--- src/rtl/afifo_pkg.sv ---
// Shared definitions for the single-clock parametrised FIFO.
//   depth()        : number of words for a given address width
//   fifo_status_t  : flag bundle for monitors and scoreboards
//   pack_status()  : builds a fifo_status_t from the individual flags
package afifo_pkg;

   // Number of words addressed by an asize-bit pointer
   function automatic int unsigned depth(input int unsigned asize);
      return 32'(1) << asize;
   endfunction

   typedef struct packed {
      logic wfull;
      logic rempty;
      logic almost_full;
      logic almost_empty;
      logic overflow;
      logic underflow;
   } fifo_status_t;

   // Collects the FIFO flags into one struct for observation
   function automatic fifo_status_t pack_status(
      input logic wfull,
      input logic rempty,
      input logic almost_full,
      input logic almost_empty,
      input logic overflow,
      input logic underflow
   );
      fifo_status_t s;
      s.wfull        = wfull;
      s.rempty       = rempty;
      s.almost_full  = almost_full;
      s.almost_empty = almost_empty;
      s.overflow     = overflow;
      s.underflow    = underflow;
      return s;
   endfunction

endpackage

--- src/rtl/afifo_sync_mem.sv ---
// Storage array for afifo_sync_param: DEPTH x DSIZE words.
//   wclk  : write clock
//   wen   : write enable, stores wdata at waddr on posedge wclk
//   waddr : write address
//   wdata : write data
//   raddr : read address
//   rdata : asynchronous read data, mem[raddr]
// Contents are not reset.
module afifo_sync_mem
   import afifo_pkg::*;
#(
   parameter int unsigned DSIZE = 8,
   parameter int unsigned ASIZE = 4
) (
   input  logic             wclk,
   input  logic             wen,
   input  logic [ASIZE-1:0] waddr,
   input  logic [DSIZE-1:0] wdata,
   input  logic [ASIZE-1:0] raddr,
   output logic [DSIZE-1:0] rdata
);

   localparam int unsigned DEPTH = depth(ASIZE);

   logic [DSIZE-1:0] mem [DEPTH];

   // Synchronous write port
   always_ff @(posedge wclk) begin
      if (wen) begin
         mem[waddr] <= wdata;
      end
   end

   // Asynchronous read port
   assign rdata = mem[raddr];

endmodule

--- src/rtl/afifo_sync_param.sv ---
// Single-clock parametrised FIFO with optional first-word-fall-through read.
//   clk, rst_n          : clock, synchronous active-low reset
//   winc, wdata, wfull  : write request, write data, full flag
//   rinc, rdata, rempty : read request (pop), read data, empty flag
//   count               : words stored (0..DEPTH)
//   almost_full         : count >= AFULL_THRESH
//   almost_empty        : count <= AEMPTY_THRESH
//   flush               : synchronous empty command
//   clr_err             : clears the sticky error flags
//   overflow, underflow : sticky rejected-write / rejected-read flags
// Parameters: DSIZE data width, ASIZE address width, FWFT read mode
// (0 registered read, 1 first-word-fall-through), almost thresholds.
module afifo_sync_param
   import afifo_pkg::*;
#(
   parameter int unsigned DSIZE         = 8,
   parameter int unsigned ASIZE         = 4,
   parameter int unsigned FWFT          = 0,
   parameter int unsigned AFULL_THRESH  = depth(ASIZE) - 2,
   parameter int unsigned AEMPTY_THRESH = 2
) (
   input  logic             clk,
   input  logic             rst_n,
   input  logic             winc,
   input  logic [DSIZE-1:0] wdata,
   output logic             wfull,
   input  logic             rinc,
   output logic [DSIZE-1:0] rdata,
   output logic             rempty,
   output logic [ASIZE:0]   count,
   output logic             almost_full,
   output logic             almost_empty,
   input  logic             flush,
   input  logic             clr_err,
   output logic             overflow,
   output logic             underflow
);

   localparam int unsigned DEPTH = depth(ASIZE);
   localparam int unsigned CW    = ASIZE + 1;

   // Threshold ordering is fixed at build time
   if (!((AEMPTY_THRESH < AFULL_THRESH) && (AFULL_THRESH <= DEPTH))) begin : g_thresh_err
      $error("afifo_sync_param: need AEMPTY_THRESH < AFULL_THRESH <= DEPTH");
   end

   logic [ASIZE-1:0] wptr;
   logic [ASIZE-1:0] rptr;
   logic [DSIZE-1:0] mem_rdata;
   logic             wr_ok;
   logic             rd_ok;
   logic             wr_rej;
   logic             rd_rej;

   // Flags decode the registered count, so they reflect pre-edge state
   assign wfull        = (count == CW'(DEPTH));
   assign rempty       = (count == '0);
   assign almost_full  = (32'(count) >= AFULL_THRESH);
   assign almost_empty = (32'(count) <= AEMPTY_THRESH);

   // Accept/reject decisions; flush suppresses both requests
   assign wr_ok  = winc && !wfull  && !flush;
   assign rd_ok  = rinc && !rempty && !flush;
   assign wr_rej = winc && wfull   && !flush;
   assign rd_rej = rinc && rempty  && !flush;

   // Storage; writes are gated by reset so a reset cycle stores nothing
   afifo_sync_mem #(
      .DSIZE (DSIZE),
      .ASIZE (ASIZE)
   ) u_mem (
      .wclk  (clk),
      .wen   (wr_ok && rst_n),
      .waddr (wptr),
      .wdata (wdata),
      .raddr (rptr),
      .rdata (mem_rdata)
   );

   // Pointers and occupancy
   always_ff @(posedge clk) begin
      if (!rst_n) begin
         wptr  <= '0;
         rptr  <= '0;
         count <= '0;
      end else if (flush) begin
         wptr  <= '0;
         rptr  <= '0;
         count <= '0;
      end else begin
         if (wr_ok) begin
            wptr <= wptr + ASIZE'(1);
         end
         if (rd_ok) begin
            rptr <= rptr + ASIZE'(1);
         end
         case ({wr_ok, rd_ok})
            2'b10:   count <= count + CW'(1);
            2'b01:   count <= count - CW'(1);
            default: count <= count;
         endcase
      end
   end

   // Sticky error flags; a new rejection wins over clr_err
   always_ff @(posedge clk) begin
      if (!rst_n) begin
         overflow  <= 1'b0;
         underflow <= 1'b0;
      end else begin
         overflow  <= wr_rej || (overflow  && !clr_err);
         underflow <= rd_rej || (underflow && !clr_err);
      end
   end

   // Output stage: registered read or fall-through head of queue
   if (FWFT == 0) begin : g_std
      logic [DSIZE-1:0] rdata_q;

      always_ff @(posedge clk) begin
         if (!rst_n) begin
            rdata_q <= '0;
         end else if (rd_ok) begin
            rdata_q <= mem_rdata;
         end
      end

      assign rdata = rdata_q;
   end else begin : g_fwft
      // Forced to zero while empty so the output is stable and reset-clean
      assign rdata = rempty ? '0 : mem_rdata;
   end

endmodule
--- config.mk ---
export PLATFORM = sky130hd
export DESIGN_NAME = afifo_sync_param
export DESIGN_NICKNAME = d
export VERILOG_FILES = /design/src/rtl/afifo_pkg.sv /design/src/rtl/afifo_sync_mem.sv /design/src/rtl/afifo_sync_param.sv
export SDC_FILE = /design/constraint.sdc
export NUM_CORES = 1
export LEC_CHECK = 0
export CELL_PAD_IN_SITES_DETAIL_PLACEMENT = 2
export CELL_PAD_IN_SITES_GLOBAL_PLACEMENT = 2
export CORE_MARGIN = 2
export CORE_UTILIZATION = 35
export DETAILED_ROUTE_END_ITERATION = 8
export PLACE_DENSITY = 0.62
export REMOVE_ABC_BUFFERS = 1
export SLEW_MARGIN = 5
export SYNTH_ARGS = -nofsm -noshare
export SYNTH_HDL_FRONTEND = slang
export SYNTH_SLANG_ARGS = --single-unit
--- constraint.sdc ---
create_clock -name clk -period 5.1 [get_ports clk]
set_input_delay 1.275 -clock clk [delete_from_list [all_inputs] [get_ports clk]]
set_output_delay 1.275 -clock clk [all_outputs]
set_load 0.03 [all_outputs]
# Word level (Yosys, flattened, before mapping)
# Memory sizes are Yosys's and may differ from the RTL's. A register that Yosys moved wholly into a read port is not among the register bits.
# Cells that the tools add are included.
# word_totals
ff_bits	15
ram_bits	128
input_bits	14
output_inout_bits	19
word_cells	40
memories	1
# classes
add_sub_neg	4
order_cmp	2
eq_ne	3
n_mux	3
n_bitwise	1
n_reduce_logical	21
# memory_table
name	words	width	read_ports	rd_clocked_by_memory_dff	wr	line	rtl
u_mem.mem	16	8	1	1	1	afifo_sync_mem.sv:25	logic [DSIZE-1:0] mem [DEPTH];
# ops
op	n
1-bit logical AND	11
5-bit one-hot mux with 2 select lines	1
4-bit by 1-bit adder with 4-bit output (second input constant)	2
5-bit by 1-bit adder with 5-bit output (second input constant)	1
5-bit equality test (second input constant)	1
5-bit by 4-bit greater-or-equal comparator with 1-bit output (second input constant)	1
5-bit by 2-bit less-or-equal comparator with 1-bit output (second input constant)	1
1-bit logical NOT	5
5-bit logical NOT	1
5-bit by 1-bit subtractor with 5-bit output (second input constant)	1
2-bit by 1-bit equality test with 1-bit output (second input constant)	1
2-bit equality test (second input constant)	1
1-bit logical OR	2
1-bit two-way mux	2
2-bit nonzero test	1
2-bit OR reduction	1
1-bit inverter	1

# Depth between registers and ports, before layout
# Gate-level depths: netlist (run 1).
# logic_depth
word_depth	7
depth_mapped	12

# Cells and area by module
# A second synthesis (run 1) with hierarchy kept.
# unflattened
hier_cells	342
area_unflattened_um2	6137.1
# modules_own_cells
module	n_inst	cells_per_inst	area_each_um2
afifo_sync_mem	1	221	4987.3
afifo_sync_param	1	121	1149.9

# Worst setup path after synthesis (run 1)
# OpenSTA, ideal clock, no wires.
# synth_timing
path_type	register -> output
startpoint	register count[1]
endpoint	output almost_empty
t_arrival_ns	2.107
required_time_ns	3.825
path_slack_ns	1.718
path_stages_with_launch	2
n_path_buf	0
path_cell_list	dfxtp_1 > a2111oi_0
# synth_via
elab_chain_cells	1
# synth_lines
element	line	rtl
start: declaration	afifo_sync_param.sv:30	output logic [ASIZE:0] count,
start signal: assignment	afifo_sync_param.sv:98	2'b10: count <= count + CW'(1);
start signal: assignment	afifo_sync_param.sv:99	2'b01: count <= count - CW'(1);
start signal: assignment	afifo_sync_param.sv:100	default: count <= count;
5-bit by 2-bit less-or-equal comparator with 1-bit output	afifo_sync_param.sv:59	assign almost_empty = (32'(count) <= AEMPTY_THRESH);
end: declaration	afifo_sync_param.sv:32	output logic almost_empty,
# Every way passes these cells.

# Worst setup path after layout (run 1)
# layout_timing
startpoint	input flush
endpoint	register count[4]
# layout_via
elab_chain_cells	4
word_cells_on_any_way	8
cone_classes	eq/ne (2); mux (1); reduce/logical (5)
# layout_lines
element	line	rtl
start: declaration	afifo_sync_param.sv:33	input logic flush,
1-bit logical NOT	afifo_sync_param.sv:62, afifo_sync_param.sv:63	
1-bit logical AND, on equally long branches	afifo_sync_param.sv:63, afifo_sync_param.sv:62	
2-bit by 1-bit equality test with 1-bit output / 2-bit equality test (equally long branches)	afifo_sync_param.sv:97	case ({wr_ok, rd_ok})
5-bit one-hot mux with 2 select lines / 2-bit nonzero test (equally long branches)	n/a	
# Parallel ways exist; a longest one is shown, timed or not.
# A chain may end at the register's enable or synchronous reset.

==> out/metrics.yaml, run 1 <==
run_status:
  status: "finished clean"
die:
  dieHeight_um: 136
  fp.coreArea_um2: 17100
  die_x_um: 136
  core.rowCount: 48
  start_util_pct: 35.4
  pin_count: 33
  dieArea_um2: 18400
grt:
  grt_pass1_vias: 3736
  grt_usage_pct: 17.9
  grt_max_degree: 51
  globalRouteOverflowTotal: 0
  grt_antenna_before_repair: 0
  grt_pass1_wl_um: 23300
routing:
  dr_wl_met3_um: 458
  dr.pass1.iters: 4
  wl_met1_um: 7200
  avgViaCountPerCell: 5.21
  first_iter_violations: 222
  drc: 0
  drt-total-wl_um: 15400
  antenna_left: 0
  met2WireLength_um: 7520
  routedWlPerCell_um: 23.7
  vias: 3386
  highest_layer: "met4"
sta:
  rsz0062_at_grt: "false"
  hold_viol: 0
  setup_ws_ns: 1.50
  final_max_slew_viol_count: 0
  setup-tns-final_ns: 0
  fin_worst_skew_ns: 0.0121
  period_share_pct: 70.5
  finalCriticalPeriod_ns: 3.60
  relSlewSlack_pct: 39.7
  worst_slew_pin_slew_ns: 0.901
  setup_violations: 0
  fmax_mhz: 278
finish:
  fin_util_pct: 41.7
  drive_gt1_share_pct: 11.3
  syn_to_final_growth_pct: 17.6
  nets: 436
  final_common_cell: "edfxtp_1"
  design_area_um2: 7130
  regArea_um2: 4310
  fillerInstances: 1648
  multi_input_area_um2: 1600
  mostFrequentLayoutCells: "edfxtp_1 (128), nor2_1 (34), mux2i_1 (33)"
  diodes: 0
worst_hold_path:
  min-delay-start: "rdata[3]"
  worstHoldPathType: "reg2reg"
critical_path:
  cp.arrival_ns: 3.93
  crit_required_ns: 5.43
  critPathLaunch: "flush"
  crit_path_end_kind: "flop"
  start_kind: "input pin"
  reg2reg_from: "count[0]"
  path_class: "in2reg"
  crit_fanout: 21
placement:
  place.gp.congestion: 0.742
  dpl.hpwl_um: 9710
  portBuffers: 32
  pre_cts_slack_ns: 1.07
  place_area_um2: 6580
flow_run:
  maxCapViolations: 0
clock_network:
  cts.sinks: 151
  cts_resized: 0
  clk_pin_slew_ns: 0.06
  postCtsHoldBufs: 0
  worstSkewPairLatency_ns: 0.42
  cts_htree_levels: 4
  postCtsSetupRepairBufs: 0
  cts_tree: "done"
  cts_buffers: 17
  clockBufferDepth: 2
  cts_root_buffer: "clkbuf_16"
synth:
  avgSynthCellArea_um2: 16.1
  ys_seq_area_share_pct: 71.0
  synth_area_um2: 6060
  synth_cell_types: 38
  ys.flop_type: "edfxtp_1"
  postSynthCellCount: 376
  yosysWarnings: 0
  synth-edff-count: 128
  synth-seq-cells: 151
  synthArstFlopShare_pct: 0
power_and_ir_drop:
  p_leak_nw: 2.20
  ir_drop_uv: 293
  power.density_nw_per_um2: 367
power breakdown:
part	internal [W]	switching, W	total, W
combinational	0.0000248	0.0000472	0.0000720
sequential	0.00134	0.00000416	0.00135
clock	0.000712	0.000487	0.00120
critical path: stages:
cell and delay, ns:
clkdlybuf4s50_1 0.43, nand2b_1 0.18, a21oi_2 0.11, buf_4 0.26, ha_1 0.30, inv_1 0.10, fa_1 0.38, nor2b_1 0.15
o21ai_0 0.12, nor4b_1 0.17, or3_1 0.32, a21oi_1 0.12
metal layers:
metal  vias to the layer above  global-route usage (%)
li1                       1528                       -
met1                      1777                    24.0
met2                        68                    28.8
met3                        13                    3.78
met4                         0                    6.13
met5                         -                       0
state kept, by name, indices dropped and copies added (netlist names):
register / count
u_mem.mem: 128
rdata: 8
count: 5
rptr: 4
wptr: 4
overflow: 1
underflow: 1
cell usage after synthesis (2+ instances only):
master	number	area share [%]
nand2_1	10	0.62
clkbuf_1	4	0.25
ha_1	9	1.9
o21ai_0	11	0.91
a21oi_1	7	0.58
nor2_1	34	2.1
nand4_1	2	0.21
o22ai_1	18	1.9
nand3b_1	3	0.37
buf_6	3	0.56
edfxtp_1	128	63
xor2_1	6	0.87
nor2b_1	5	0.52
and2_1	2	0.21
mux2i_1	33	5.4
a22oi_1	8	0.99
nand2b_1	3	0.31
a31oi_1	8	0.83
xnor2_1	2	0.29
nand3_1	3	0.25
dfxtp_1	23	7.6
mux4_2	15	5.6
inv_1	12	0.74
buf_2	10	0.83
and3_1	4	0.41
cells by family after synthesis:
family          share of synthesized area, %
buf+inv                                 2.66
compound gates                          5.55
mux                                     11.5
flops                                   71.0
fa+ha+maj                               2.19
simple gates                            5.99
xor+xnor                                1.16
final timing paths:
| check | slack, ns | endpoint | cells past startpoint |
|---|---|---|---|
| worst max-delay path | 1.50 | count[4] | 12 |
| worst min-delay path | 0.60 | rdata[3] | 2 |
| worst max register to register | 2.22 | count[4] | 12 |
| worst min register to register | 0.60 | rdata[3] | 2 |
per-stage QoR:
| step | hold WS [ns] | total power [W] | std cells |
|---|---|---|---|
| after global routing | 0.653 | 0.00269 | 650 |
| final | 0.596 | 0.00262 | 650 |
| after CTS | 0.603 | 0.00265 | 650 |
| after floorplan | 0.534 | 0.00140 | 357 |
| after detailed placement | 0.591 | 0.00145 | 618 |
| after global placement | 0.580 | 0.00144 | 618 |
final cells by class:
cell class | count | area share [%]
multi-input combinational | 194 | 22.4
clock inverter | 11 | 1.51
clock buffer | 21 | 6.18
sequential | 151 | 60.4
timing repair buffer | 36 | 4.91
inverter | 12 | 0.632
tap | 225 | 3.95
Note: power is estimated with default switching activity, not from simulation.
==> inputs of run 2 (changes only) <==
--- a/config.mk
+++ b/config.mk
@@ -10,7 +10,7 @@
 export CORE_MARGIN = 2
 export CORE_UTILIZATION = 35
 export DETAILED_ROUTE_END_ITERATION = 8
-export PLACE_DENSITY = 0.62
+export PLACE_DENSITY = 0.64
 export REMOVE_ABC_BUFFERS = 1
 export SLEW_MARGIN = 5
 export SYNTH_ARGS = -nofsm -noshare
==> constraint.sdc (replaced) <==
create_clock -name clk -period 3.2 [get_ports clk]
set_input_delay 0.8 -clock clk [delete_from_list [all_inputs] [get_ports clk]]
set_output_delay 0.8 -clock clk [all_outputs]
set_load 0.03 [all_outputs]
==> run 2 against run 1 <==
  * Flip-flop and latch count did not move
  * Via count rose by 0.74%
  * Clock power rose by 63%
  * First-iteration DRC count rose by 1.4%
  * Worst hold slack got worse by 0.041 ns
  * Critical path type unchanged
==> out/metrics.yaml, run 2 (synthesized netlist as in run 1, its figures left out) <==
run_status:
  status: "finished clean"
power_and_ir_drop:
  sequentialPowerShare_pct: 50.9
  p_comb_share_pct: 2.7
  power.density_nw_per_um2: 577
  swShare_pct: 19.9
  pwr-share-clk_pct: 46.4
  switching_power_w: 0.000840
  p_leak_nw: 2.32
  p_int_w: 0.00338
  ir_drop_uv: 285
clock_network:
  cts_htree_levels: 4
  cts_buffers: 17
  cts_resized: 0
  worstSkewPairLatency_ns: 0.43
  cts_tree: "done"
  clk_pin_slew_ns: 0.06
  cts.sinks: 151
  clockBufferDepth: 2
  cts_root_buffer: "clkbuf_16"
  postCtsSetupRepairBufs: 0
  postCtsHoldBufs: 0
finish:
  drive_gt1_share_pct: 15.3
  mostFrequentLayoutCells: "edfxtp_1 (128), nor2_1 (34), mux2i_1 (33)"
  nets: 454
  design_area_um2: 7310
  syn_to_final_growth_pct: 20.6
  fillerInstances: 1630
  final_common_cell: "edfxtp_1"
  diodes: 0
  regMostFlops: "u_mem.mem"
  largest_reg_flops: 128
sta:
  final_max_slew_viol_count: 0
  fin_worst_skew_ns: 0.00988
  relSlewSlack_pct: 49.6
  rsz0062_at_grt: "false"
  fmax_mhz: 337
  setup_violations: 0
  worst_slew_pin_slew_ns: 0.753
  finalCriticalPeriod_ns: 2.97
  hold_viol: 0
  hold_ws_ns: 0.555
  period_share_pct: 92.8
die:
  dieHeight_um: 136
  fp.coreArea_um2: 17100
  die_x_um: 136
  dieArea_um2: 18400
  pin_count: 33
  core.rowCount: 48
  start_util_pct: 35.4
critical_path:
  critPathBufInv: 2
  crit_path_end_kind: "flop"
  crit_required_ns: 3.54
  cp_slowest_cell: "clkdlybuf4s50_1"
  path_class: "in2reg"
  start_kind: "input pin"
  critPathMaxStageDelay_ns: 0.44
  cp_cell_sequence: "clkdlybuf4s50_1, nand2b_1, a21oi_1, ha_1, inv_1, fa_1, nor2b_1, o21ai_0, nor4b_1, or3_1, a21oi_1"
  crit_family: "simple AND/OR/NAND/NOR gates"
  crit_fanout: 5
  cp_common_cell: "a21oi_1"
  cp.arrival_ns: 3.31
grt:
  grt_usage_pct: 17.5
  grt_max_degree: 51
  grt_pass1_vias: 3675
  globalRouteOverflowTotal: 0
  grt_pass1_wl_um: 22700
  grt_antenna_before_repair: 0
routing:
  avgViaCountPerCell: 5.11
  drt-total-wl_um: 15100
  dr.pass1.iters: 4
  vias: 3411
  antenna_left: 0
  first_iter_violations: 225
  routedWlPerCell_um: 22.6
  drc: 0
placement:
  portBuffers: 32
  place.gp.congestion: 0.733
  place_area_um2: 6730
  dpl.hpwl_um: 10100
worst_hold_path:
  worstHoldPathType: "reg2reg"
flow_run:
  maxCapViolations: 0
[run 2: final timing paths]
path / startpoint / endpoint / slack [ns] / depth (start not counted)
worst min register to register: rdata[3] / rdata[3] / 0.55 / 2
worst min-delay path: rdata[3] / rdata[3] / 0.55 / 2
worst max register to register: count[0] / count[4] / 0.47 / 11
worst max-delay path: flush / count[4] / 0.23 / 11
[run 2: worst register-to-register path, delay by kind of cell, from the launching register on]
| family | cells | cell delay [ns] |
|---|---|---|
| AO/OA/AOI/OAI | 3 | 0.40 |
| adder cells (fa/ha/maj) | 2 | 0.64 |
| buffers and inverters | 2 | 0.18 |
| flip-flops | 1 | 0.39 |
| AND/OR/NAND/NOR | 4 | 1.04 |
[run 2: metal layers]
metal | vias to the layer above | GRT usage [%] | part of all wire [%]
met5 | - | 0 | 0
met4 | 0 | 5.56 | 1.4
met3 | 15 | 4.34 | 3.2
met2 | 57 | 28.8 | 50
met1 | 1785 | 23.0 | 45
li1 | 1554 | - | -
[run 2: final cells by class]
class                   count  area (um^2)  share of cell area (%)
repair buffers             54          498                    6.81
multi-input cells         194         1600                    21.8
inverters                  12         45.0                   0.616
well taps                 225          282                    3.85
clock buffers              26          520                    7.12
clock inverters             6         65.1                   0.890
flip-flops and latches    151         4310                    58.9
[run 2: power groups by stage]
stage / sequential, W / clock (W) / combinational (W)
3_5_place_dp: 0.00219 / 0 / 0.000118
6_report: 0.00215 / 0.00196 / 0.000115
5_1_grt: 0.00215 / 0.00208 / 0.000126
4_1_cts: 0.00215 / 0.00200 / 0.000118
2_1_floorplan: 0.00219 / 0 / 0.0000343
3_3_place_gp: 0.00219 / 0 / 0.000113
[run 2: through the flow]
step / worst slack (ns) / TNS [ns] / util (%) / power, W / std cells
CTS: 0.216 / 0 / 42.7 / 0.00426 / 668
floorplan: -0.192 / -0.192 / - / 0.00223 / 357
finish: 0.230 / 0 / 42.7 / 0.00422 / 668
global placement: -0.0520 / -0.0520 / 39.3 / 0.00230 / 636
detailed placement: -0.195 / -0.195 / 39.3 / 0.00231 / 636
global route: 0.0315 / 0 / 42.7 / 0.00435 / 668
